==> src/rtl/uart_sample_streamer_pkg.sv <==
// uart_sample_streamer_pkg: shared FSM encoding, frame constants and byte selection
package uart_sample_streamer_pkg;
  typedef enum logic [2:0] {IDLE, LOAD, SEND, WAIT_HI, WAIT_LO} state_t;
  localparam int FRAME_LEN = 5;
  localparam logic [7:0] SYNC_BYTE = 8'hA5;
  function automatic logic [7:0] frame_byte(input logic [2:0] i, input logic [7:0] sync,
                                            input logic [7:0] seq, input logic [15:0] s);
    return i == 3'd0 ? sync :
           i == 3'd1 ? seq :
           i == 3'd2 ? s[15:8] :
           i == 3'd3 ? s[7:0] : seq ^ s[15:8] ^ s[7:0];
  endfunction
endpackage

==> src/rtl/uart_sample_streamer_fifo.sv <==
// sample_fifo: synchronous FIFO with head-of-queue read and occupancy level
module sample_fifo #(
  parameter int W = 16,
  parameter int D = 16,
  localparam int AW = $clog2(D)
) (
  input  logic          clk,
  input  logic          rst,
  input  logic          push,
  input  logic          pop,
  input  logic [W-1:0]  din,
  output logic [W-1:0]  dout,
  output logic          full,
  output logic          empty,
  output logic [AW:0]   level
);
  logic [W-1:0] mem [D];
  logic [AW-1:0] wr, rd;
  logic do_push, do_pop;
  assign full = level == (AW+1)'(D);
  assign empty = level == '0;
  assign do_push = push && !full;
  assign do_pop = pop && !empty;
  assign dout = mem[rd];
  always_ff @(posedge clk)
    if (do_push) mem[wr] <= din;
  always_ff @(posedge clk) begin
    if (rst) begin
      wr <= '0;
      rd <= '0;
      level <= '0;
    end else begin
      if (do_push) wr <= wr + 1'b1;
      if (do_pop) rd <= rd + 1'b1;
      level <= level + (AW+1)'(do_push) - (AW+1)'(do_pop);
    end
  end
endmodule

==> src/rtl/uart_sample_streamer.sv <==
// uart_sample_streamer: frames FIFO-buffered samples into 5-byte UART packets
module uart_sample_streamer
  import uart_sample_streamer_pkg::*;
#(
  parameter int          C_SAMPLE_WIDTH = 16,
  parameter int          C_FIFO_DEPTH   = 16,
  parameter logic [7:0]  C_SYNC_BYTE    = SYNC_BYTE
) (
  input  logic                            clk,
  input  logic                            rst,
  input  logic                            enable,
  input  logic                            sampleValid,
  input  logic [C_SAMPLE_WIDTH-1:0]       sampleData,
  input  logic                            txBusy,
  input  logic                            txErr,
  output logic                            txSend,
  output logic [7:0]                      txData,
  output logic [$clog2(C_FIFO_DEPTH):0]   fifoLevel,
  output logic [7:0]                      dropCount,
  output logic                            overflow,
  output logic                            errFlag
);
  state_t state, next;
  logic [2:0] idx;
  logic [7:0] seq;
  logic [C_SAMPLE_WIDTH-1:0] frame, head;
  logic full, empty, push, drop, last, done;
  assign push = sampleValid && enable && !full;
  assign drop = sampleValid && enable && full;
  assign last = idx == 3'(FRAME_LEN - 1);
  assign done = state == WAIT_LO && !txBusy;
  sample_fifo #(.W(C_SAMPLE_WIDTH), .D(C_FIFO_DEPTH)) fifo (
    .clk(clk), .rst(rst), .push(push), .pop(state == LOAD), .din(sampleData),
    .dout(head), .full(full), .empty(empty), .level(fifoLevel)
  );
  always_comb begin
    next = state;
    txSend = state == SEND && !txBusy;
    case (state)
      IDLE:    next = empty ? IDLE : LOAD;
      LOAD:    next = SEND;
      SEND:    next = txBusy ? SEND : WAIT_HI;
      WAIT_HI: next = txBusy ? WAIT_LO : WAIT_HI;
      WAIT_LO: next = txBusy ? WAIT_LO : !last ? SEND : empty ? IDLE : LOAD;
      default: next = IDLE;
    endcase
  end
  // txData is registered so it holds from the send strobe until the next byte is chosen
  always_ff @(posedge clk) begin
    if (rst) begin
      state <= IDLE;
      idx <= '0;
      seq <= '0;
      frame <= '0;
      txData <= '0;
      dropCount <= '0;
      overflow <= 1'b0;
      errFlag <= 1'b0;
    end else begin
      state <= next;
      if (state == LOAD) begin
        frame <= head;
        idx <= '0;
        txData <= C_SYNC_BYTE;
      end
      if (done && !last) begin
        idx <= idx + 3'd1;
        txData <= frame_byte(idx + 3'd1, C_SYNC_BYTE, seq, frame);
      end
      if (done && last) seq <= seq + 8'd1;
      if (drop) begin
        overflow <= 1'b1;
        if (dropCount != 8'hFF) dropCount <= dropCount + 8'd1;
      end
      if (txErr) errFlag <= 1'b1;
    end
  end
endmodule

==> config.mk <==
export PLATFORM = sky130hd
export DESIGN_NAME = uart_sample_streamer
export DESIGN_NICKNAME = d
export VERILOG_FILES = /design/src/rtl/uart_sample_streamer_pkg.sv /design/src/rtl/uart_sample_streamer_fifo.sv /design/src/rtl/uart_sample_streamer.sv
export SDC_FILE = /design/constraint.sdc
export NUM_CORES = 1
export LEC_CHECK = 0
export BUFFER_PORTS_ARGS = -buffer_cell sky130_fd_sc_hd__buf_2
export CORE_MARGIN = 2
export CORE_UTILIZATION = 24
export CTS_BUF_LIST = sky130_fd_sc_hd__clkbuf_8
export DETAILED_ROUTE_END_ITERATION = 7
export GPL_TIMING_DRIVEN = 0
export REMOVE_ABC_BUFFERS = 1
export SYNTH_ARGS = -nofsm -noshare
export SYNTH_HDL_FRONTEND = slang
export SYNTH_SLANG_ARGS = --single-unit
==> constraint.sdc <==
create_clock -name clk -period 7.35 [get_ports clk]
set_clock_uncertainty 0.2 [all_clocks]
set_input_delay 0.735 -clock clk [delete_from_list [all_inputs] [get_ports clk]]
set_output_delay 0.735 -clock clk [all_outputs]
set_load 0.05 [all_outputs]
; Word-level counts from Yosys, hierarchy flattened
; Memories as Yosys holds them, arrays and structs flattened. A register that Yosys moved wholly into a read port is not among the register bits.
; Cells that the tools add are included.
[classes]
muxes = 16
addsub = 7
n_reduce_logical = 18
eq_ne = 10
bitwise_logic = 2
[ops]
columns = cell, n
row1 = $mux 8, 6
row2 = $add 8x1->8 const B, 2
row3 = $xor 8x8->8, 2
row4 = $pmux 3 s5, 1
row5 = $eq 3x2->1 const B, 4
row6 = $mux 3, 4
row7 = $logic_and 1x1->1, 9
row8 = $add 4x1->4 const B, 2
row9 = $ne 8x8->1 const B, 1
row10 = $eq 3x1->1 const B, 2
row11 = $eq 3x3->1 const B, 2
row12 = $logic_not 3->1, 2
row13 = $add 5x1->5, 1
row14 = $eq 5x5->1 const B, 1
row15 = $logic_not 5->1, 1
row16 = $sub 5x1->5, 1
row17 = $logic_not 1->1, 4
row18 = $mux 1, 4
row19 = $add 3x1->3 const B, 1
row20 = $mux 2, 1
row21 = $reduce_and 2->1, 1
row22 = $reduce_bool 2->1, 1
[word_totals]
word_cells = 64
mem_count = 1
register_bits = 45
mem_bits_rw = 256
inputBits = 22
[mem_list]
columns = name, words, width, rd, rd_clocked_by_memory_dff, wr, line_no
row1 = fifo.mem, 16, 16, 1, 1, 1, uart_sample_streamer_fifo.sv:17  ; logic [W-1:0] mem [D];

; Longest topological paths before layout
; Gate-level depths: netlist (run 1).
[logic_depth]
word_depth = 7
depth_mapped = 13
depth_no_buf = 12

; By module
; A second synthesis (run 1) with hierarchy kept.
[unflattened]
hier_cells = 835
area_unflattened_um2 = 13143.9
[modules_own_cells]
columns = module, instances, cells_per_inst, area_per_inst_um2
row1 = sample_fifo, 1, 501, 10538.9
row2 = uart_sample_streamer, 1, 334, 2605.0

; Least setup slack after synthesis (run 1)
; OpenSTA, ideal clock, no wires.
[synth_path]
path_kind = reg2reg
start = reg fifo.level[2]
end = mem fifo.mem[0][0], enable pin
n_path_buf = 0
path_stages_with_launch = 7
t_arrival_ps = 2814
path_slack_ps = 3927
period_less_slack_ps = 3423
setup_time_ps = 409
path_cell_list = dfxtp_1 -> inv_1 -> ha_1 -> and4bb_2 -> nor2_1 -> nand2_1 -> nor3_1
[synth_via]
elab_chain_len = 6
[synth_rtl]
columns = element, line_no
row1 = start: declaration, uart_sample_streamer_fifo.sv:15  ; output logic [AW:0] level
row2 = start signal: assignment, uart_sample_streamer_fifo.sv:35  ; level <= level + (AW+1)'(do_push) - (AW+1)'(do_pop);
row3 = $eq 5x5->1 (*), uart_sample_streamer_fifo.sv:20  ; assign full = level == (AW+1)'(D);
row4 = $logic_not 1->1 (*), "uart_sample_streamer_fifo.sv:22, uart_sample_streamer.sv:28"
row5 = $logic_and 1x1->1, uart_sample_streamer.sv:28  ; assign push = sampleValid && enable && !full;
row6 = $logic_and 1x1->1 (*), uart_sample_streamer_fifo.sv:22  ; assign do_push = push && !full;
row7 = via fifo.do_push, uart_sample_streamer_fifo.sv:19  ; logic do_push, do_pop;
row8 = $mux 1 (*), uart_sample_streamer_fifo.sv:26  ; if (do_push) mem[wr] <= din;
row9 = $mux 1 (implied by the code) (*), uart_sample_streamer_fifo.sv:26
row10 = end: declaration, uart_sample_streamer_fifo.sv:17
; The timed path passes the listed nets; every way through them passes the cells marked *.

; Worst setup path after layout (run 1)
[layout_path]
start = reg fifo.level[3]
end = reg fifo.level[4]
[layout_via]
elab_chain_len = 6
[layout_rtl]
columns = element, line_no
row1 = $eq 5x5->1, uart_sample_streamer_fifo.sv:20
row2 = $logic_not 1->1, "uart_sample_streamer_fifo.sv:22, uart_sample_streamer.sv:28"
row3 = $logic_and 1x1->1, uart_sample_streamer.sv:28
row4 = $logic_and 1x1->1, uart_sample_streamer_fifo.sv:22
row5 = $add 5x1->5, uart_sample_streamer_fifo.sv:35
row6 = $sub 5x1->5 (*), uart_sample_streamer_fifo.sv:35
; Mark *: on every way between the ends. The rest lies on a longest branch, timed or not.
; A chain may end at the register's enable or synchronous reset.

==> results of run 1 <==
-- per-stage QoR --
step / hold WS [ps] / setup WS, ps / cells / total power [W] / area, sq um
after floorplan: 283 / 3160 / 749 / 0.00259 / 12900
after global placement: 255 / 1590 / 1490 / 0.00276 / 14000
after detailed placement: 261 / 3310 / 1512 / 0.00278 / 14400
after CTS: 76.7 / 3810 / 1606 / 0.00433 / 15500
after global routing: 121 / 3690 / 1606 / 0.00445 / 15500
final: 133 / 3860 / 1606 / 0.00426 / 15500
-- cells by family after synthesis --
group	Yosys count	synth area share (%)
flops	317	67.8
simple gates	146	5.98
compound gates	116	6.48
mux	105	14.1
buf+inv	71	2.33
xor+xnor	21	1.40
fa+ha+maj	19	1.87
-- critical path, delay by kind of cell (launching register included) --
kind	cells	cell delay, ps
compound gates	2	310
fa+ha+maj	4	1120
buf+inv	2	120
flops	1	330
simple gates	4	1330
-- power by group through the flow --
stage / clock (W) / sequential [W] / combinational (W)
final: 0.00153 / 0.00211 / 0.000630
after global routing: 0.00165 / 0.00212 / 0.000688
after CTS: 0.00158 / 0.00211 / 0.000638
after detailed placement: 0 / 0.00215 / 0.000634
after global placement: 0 / 0.00218 / 0.000584
after floorplan: 0 / 0.00221 / 0.000379
-- sequential cells by signal (all words and copies together), names as in the netlist --
name,flops
fifo.level,5
state,3
dropCount,8
fifo.rd,4
overflow,1
frame,16
idx,3
txData,8
seq,8
errFlag,1
fifo.wr,4
fifo.mem,256
-- routing by layer --
layer / track usage, % / vias up
met5: 0 / -
met4: 3.56 / 0
met3: 2.14 / 42
met2: 17.1 / 184
met1: 14.2 / 3815
li1: - / 3340
-- path summary, 6_finish.rpt --
| kind | to | cells past startpoint |
|---|---|---|
| max reg2reg | fifo.level[4]$_SDFF_PP0_ | 12 |
| min | errFlag$_SDFFE_PP0P_ | 3 |
| max | fifo.level[4]$_SDFF_PP0_ | 12 |
| min reg2reg | txData[1]$_SDFFE_PP0P_ | 1 |
-- cell usage in the layout (no fill, tap or decap), types with 6 or more instances in the layout --
cell type  netlist  layout
mux4_2          64      64
mux2i_1         35      35
a31o_2          16      16
nand2_1         19      19
nor2b_1          9       9
inv_1           25      43
nor4_1           6       6
nor3_1          11       7
edfxtp_1       256     256
buf_8            0      11
buf_2           10      45
a21oi_1         20      20
o21ai_0          7       7
a211oi_1        10      10
clkinv_2         0       8
nor2_2           0      12
clkbuf_8         0      55
nand3_1         11      11
xnor2_1         14      13
xor2_1           7       7
buf_6            3       6
mux2_2           6       6
o22ai_1         20      20
ha_1            18      18
or4_1            6       6
dfxtp_1         61      58
nor2_1          47      35
-- layout make-up --
type | instances | area [sq um]
Clock inverter | 39 | 272
Tap cell | 696 | 871
Inverter | 25 | 93.8
Multi-Input combinational cell | 407 | 3980
Timing Repair Buffer | 67 | 568
Sequential cell | 317 | 8920
Fill cell | 5343 | 38600
Clock buffer | 55 | 757
==> reports/results.txt, run 1 <==
status: finished, final reports clean
Top Layer Used: met4
Initial DRT Pass Iterations: 5
Syn Inst Count: 795
metal3 WL: 1450 um
via count: 7381
hold-fix buffers at CTS: 0
maximum capacitance violations: 0
antenna violations before repair: 0
CTS tree: built
post-CTS setup repair buffer count: 0
CP Launch Type: register
sw power: 0.00117 W
final setup violation count: 0
Met2 Wirelength: 14400 um
Final Net Count: 912
worst-path cell chain: inv_1, ha_1, or4b_1, and2_0, ha_1, inv_1, ha_1, fa_1, a21oi_1, nor2_1, or3_1, a21oi_1
path type of the worst setup path: reg2reg
Worst EP arrival: 3830 ps
WL met1: 13500 um
H-tree depth: 2
largest net degree at the start of global routing: 50
post-cts repair resize count: 0
Starting DRT DRC Count: 560
CTS Buffer Depth: 3
Ys Warns: 0
CP endpoint kind: register
Cell Int Power: 0.00309 W
area of the mapped netlist: 13100 sq um
Vias per Instance: 4.60
Final min period: 3490 ps
share of cells above drive strength 1: 27.8%
fmax: 286 MHz
static leakage: 4.94 nW
worst min-delay path category: in2reg
Crit-path slowest cell: or4b_1
final core utilization: 28.6%
Reg clk slew, reported paths: 60 ps
Final GP Congestion: 0.772
Synth area leader: edfxtp_1
Core Region: 54000 sq um
r2r startpoint: fifo.level[3]$_SDFF_PP0_
switch share: 27.5%
DRC viols: 0
Final ANT Viol Nets: 0
worst-margin pin slew: 998 ps
hold_sp: txErr
Post-synth EDFFs: 256
VDD IR max: 0.000128 V
GR Util All Layers: 10.6%
FF-to-FF setup slack: 3860 ps
root buf cell: clkbuf_8
logic gate share of total power: 14.8%
TritonCTS Buffers: 53
Clk Latency, worst-skew pair: 610 ps
relative slew slack: 33.1%
vias in the first global route: 7477
Synth cell types: 67
Critical Path Source: fifo.level[3]$_SDFF_PP0_
FP Rows: 85
Die Area: 56600 sq um
sequential element share of the synthesized area: 67.8%
Final Hold Fails: 0
Die H: 238 um
Synth Register Bits: 317
Synth top cells by count: 256 x edfxtp_1, 64 x mux4_2, 61 x dfxtp_1
most used cell, CP: ha_1
Seq pwr share: 49.4%
WL per Instance: 18.6 um
Total Wirelength: 29900 um
Synth area leaders: edfxtp_1 58%, mux4_2 11%, dfxtp_1 9.3%
first-pass GRT wire length: 45500 um
most frequent cell after synthesis: edfxtp_1
HPWL after detailed placement: 19100 um
RSZ-0062 raised after global routing: no
Mean Syn Cell Area: 16.5 sq um
Post-synth ARST share: 0%
I/O pin count: 46
final setup TNS: 0 ps
pwr dens: 276 nW/um^2
Post-synth top flop: edfxtp_1
Die W: 238 um
max incr delay on CP: 600 ps
Initial Util: 24.3%
Final period util: 47.5%
CTS Sinks: 317
port buffer count: 45
CP Max Fanout: 5
n_diodes: 0
clock network power share: 35.8%
CP required: 7690 ps
total gr overflow: 0
area delta synth->final: 17.7%
fin. max-slew vios: 0
Yosys top cell area share: 58.5%
(Power assumes the default switching activity.)
==> inputs of run 2 (changes only) <==
- ABC_AREA: default -> 1
- clock period: 7.35 -> 3.3 ns (I/O delays scaled with it)
==> run 2 against run 1 <==
Power grew 140%; sequential power increased by 130%; die area rose by 1.6%; non-clock buffer count rose by 18; cell area up 1.8%; area after synthesis increased by 1.6%; sequential cell count did not move; core utilization hardly changed; via count grew 23%; fmax grew 13%; highest routed layer is now met5.
==> reports/results.txt, run 2 <==
status: finished, final reports clean
Synth top cells by count: 256 x edfxtp_1, 212 x nor2_1, 147 x o21ai_0
Final Hold Fails: 0 (unchanged)
worst min-delay path category: in2reg
Vias per Instance: 4.38 (-4.8%)
Cell Int Power: 0.00682 W (+120%)
via count: 9081 (+23%)
HPWL after detailed placement: 19800 um (+3.8%)
sequential element share of the synthesized area: 66.7% (-1.1 points)
area delta synth->final: 17.8%
Starting DRT DRC Count: 812 (+45%)
FP Rows: 86 (+1.2%)
fmax: 324 MHz (+13%)
Synth cell types: 38 (-43%)
Initial DRT Pass Iterations: 5 (unchanged)
most frequent cells in the layout: 256 x edfxtp_1, 196 x nor2_1, 147 x o21ai_0
sw power: 0.00353 W (+200%)
final setup TNS: 0 ps (unchanged)
static leakage: 5.46 nW (+10%)
path type of the worst setup path: reg2reg
clock network power share: 29.5% (-6.3 points)
fin. max-slew vios: 0 (unchanged)
Die W: 240 um (+0.80%)
Mean Syn Cell Area: 11.0 sq um (-33%)
Most flops, register: fifo.mem
RSZ-0062 raised after global routing: no
Synth area leader: edfxtp_1
relative slew slack: 25.8% (-7.2 points)
root buf cell: clkbuf_8
CP endpoint kind: register
Post-synth EDFFs: 256 (unchanged)
max reg flops: 256 (unchanged)
top flop regs: fifo.mem x256, frame x16
n_diodes: 0 (unchanged)
Die Area: 57600 sq um (+1.6%)
VDD IR max: 0.000344 V (+170%)
CTS Sinks: 317 (unchanged)
Final ANT Viol Nets: 0 (unchanged)
most frequent cell after synthesis: edfxtp_1
Synth Register Bits: 317 (unchanged)
final setup violation count: 0 (unchanged)
port buffer count: 45 (unchanged)
Final period util: 93.5% (+46 points)
pwr dens: 658 nW/um^2 (+140%)
CP Max Fanout: 90 (+85)
Syn Inst Count: 1211 (+52%)
Overall Power: 0.0104 W (+140%)
max incr delay on CP: 740 ps (+140 ps)
worst-path cell chain: buf_16, inv_4, buf_16, nor2_1, nor2_1, o21ai_1, o211ai_1, nand3_1, nand3_1, nand2_1, inv_1
Yosys top cell area share: 57.6% (-0.94 points)
Ys Warns: 0 (unchanged)
Final min period: 3080 ps (-410 ps)
final core utilization: 28.6% (-0.050 points)
area of the mapped netlist: 13400 sq um (+1.6%)
CTS tree: built
Die H: 240 um (+0.80%)
Seq pwr share: 46.3% (-3.1 points)
Clk Latency, worst-skew pair: 610 ps (about the same)
Final GP Congestion: 0.752 (-2.7%)
CP required: 3580 ps (-4110 ps)
worst-margin pin slew: 1110 ps (+113 ps)
Crit-path slowest cell: dfxtp_4
maximum capacitance violations: 0 (unchanged)
Total Wirelength: 32400 um (+8.1%)
DRC viols: 0 (unchanged)
Post-synth top flop: edfxtp_1
largest net degree at the start of global routing: 91 (+82%)
vias in the first global route: 8560 (+14%)
Reg clk slew, reported paths: 60 ps (about the same)
H-tree depth: 2 (unchanged)
Hold Worst Slack: 11.7 ps (-122 ps)
logic gate share of total power: 24.3% (+9.5 points)
Core Region: 55100 sq um (+2.0%)
Synth area leaders: edfxtp_1 58%, dfxtp_1 9.1%, nor2_1 6.0%
Critical Path Source: fifo.rd[0]$_SDFFE_PP0P_
GR Util All Layers: 11.1% (+0.52 points)
r2r startpoint: fifo.rd[0]$_SDFFE_PP0P_
TritonCTS Buffers: 50 (-5.7%)
Worst EP arrival: 3370 ps (-460 ps)
I/O pin count: 46 (unchanged)
CP Launch Type: register
hold_sp: enable
CTS Buffer Depth: 3 (unchanged)
first-pass GRT wire length: 49400 um (+8.4%)
antenna violations before repair: 1 (+1)
commonest non-fill, non-tap cell in the layout: edfxtp_1
Final Net Count: 1326 (+45%)
WL per Instance: 15.6 um (-16%)
switch share: 34.1% (+6.5 points)
total gr overflow: 0 (unchanged)
Initial Util: 24.2% (-0.080 points)
share of cells above drive strength 1: 12.9% (-15 points)
Post-synth ARST share: 0% (unchanged)
## run 2: cell count changes after synthesis, sizes merged, moves of 16 or more
cell    delta
a31o      -16
nand3     +70
o211ai    +61
mux4      -64
a21oi     +47
inv       +75
mux2i     -35
o22ai     -20
nor2     +165
nand2     +77
o21ai    +149
## run 2: layout make-up
cell class                      count  area [sq um]
Clock buffer                       51           702
Sequential cell                   317          8920
Tap cell                          748           936
Timing Repair Buffer               85           808
Clock inverter                     43           200
Inverter                          102           390
Multi-Input combinational cell    729          3790
Fill cell                        5688         39400
## run 2: metrics by stage
step | std cells | area [sq um] | setup WS [ps]
final | 2075 | 15700 | 216
after detailed placement | 1961 | 14600 | 101
after global routing | 2075 | 15700 | 39.7
after global placement | 1941 | 14200 | -4880
after CTS | 2073 | 15700 | 73.6
after floorplan | 1148 | 13000 | -1290
## run 2: path summary, 6_finish.rpt
path	depth (start not counted)	slack (ps)	endpoint
min	5	10	overflow$_SDFFE_PP0P_
min reg2reg	2	260	dropCount[4]$_SDFFE_PP0P_
max reg2reg	11	220	frame[4]$_SDFFE_PP0P_
max	11	220	frame[4]$_SDFFE_PP0P_
## run 2: routing by layer
layer,vias up,track usage (%),wire (um)
met4,2,3.58,685
met1,4355,15.1,14900
met5,-,0,13
li1,4387,-,-
met2,279,17.5,14500
met3,58,2.55,2280
## run 2: cell families after synthesis
kind of cell    count (synthesis)  synth area share (%)
xor+xnor                       11                 0.862
simple gates                  407                  12.9
flops                         317                  66.7
compound gates                292                  12.4
fa+ha+maj                      19                  1.84
buf+inv                       165                  5.30
## run 2: timing repair
action | 4_1_cts | 5_1_grt
hold endpoints to repair | 264 | 0
endpoints found under the setup margin | 0 | 8
gates resized for setup | 0 | 1
setup buffers | 0 | 2
hold buffers | 18 | 0
## run 2: worst max-delay path: cells and delay by family (launching register included)
family          cells  cell delay, ps
flops               1             740
buf+inv             4            1010
compound gates      2             210
simple gates        5             700
## run 2: power groups by stage
stage          logic, W  registers (W)  clock network, W
3_5_place_dp    0.00248        0.00487                 0
3_3_place_gp    0.00223        0.00506                 0
4_1_cts         0.00251        0.00478           0.00311
2_1_floorplan   0.00148        0.00504                 0
6_report        0.00251        0.00479           0.00305
5_1_grt         0.00283        0.00482           0.00330
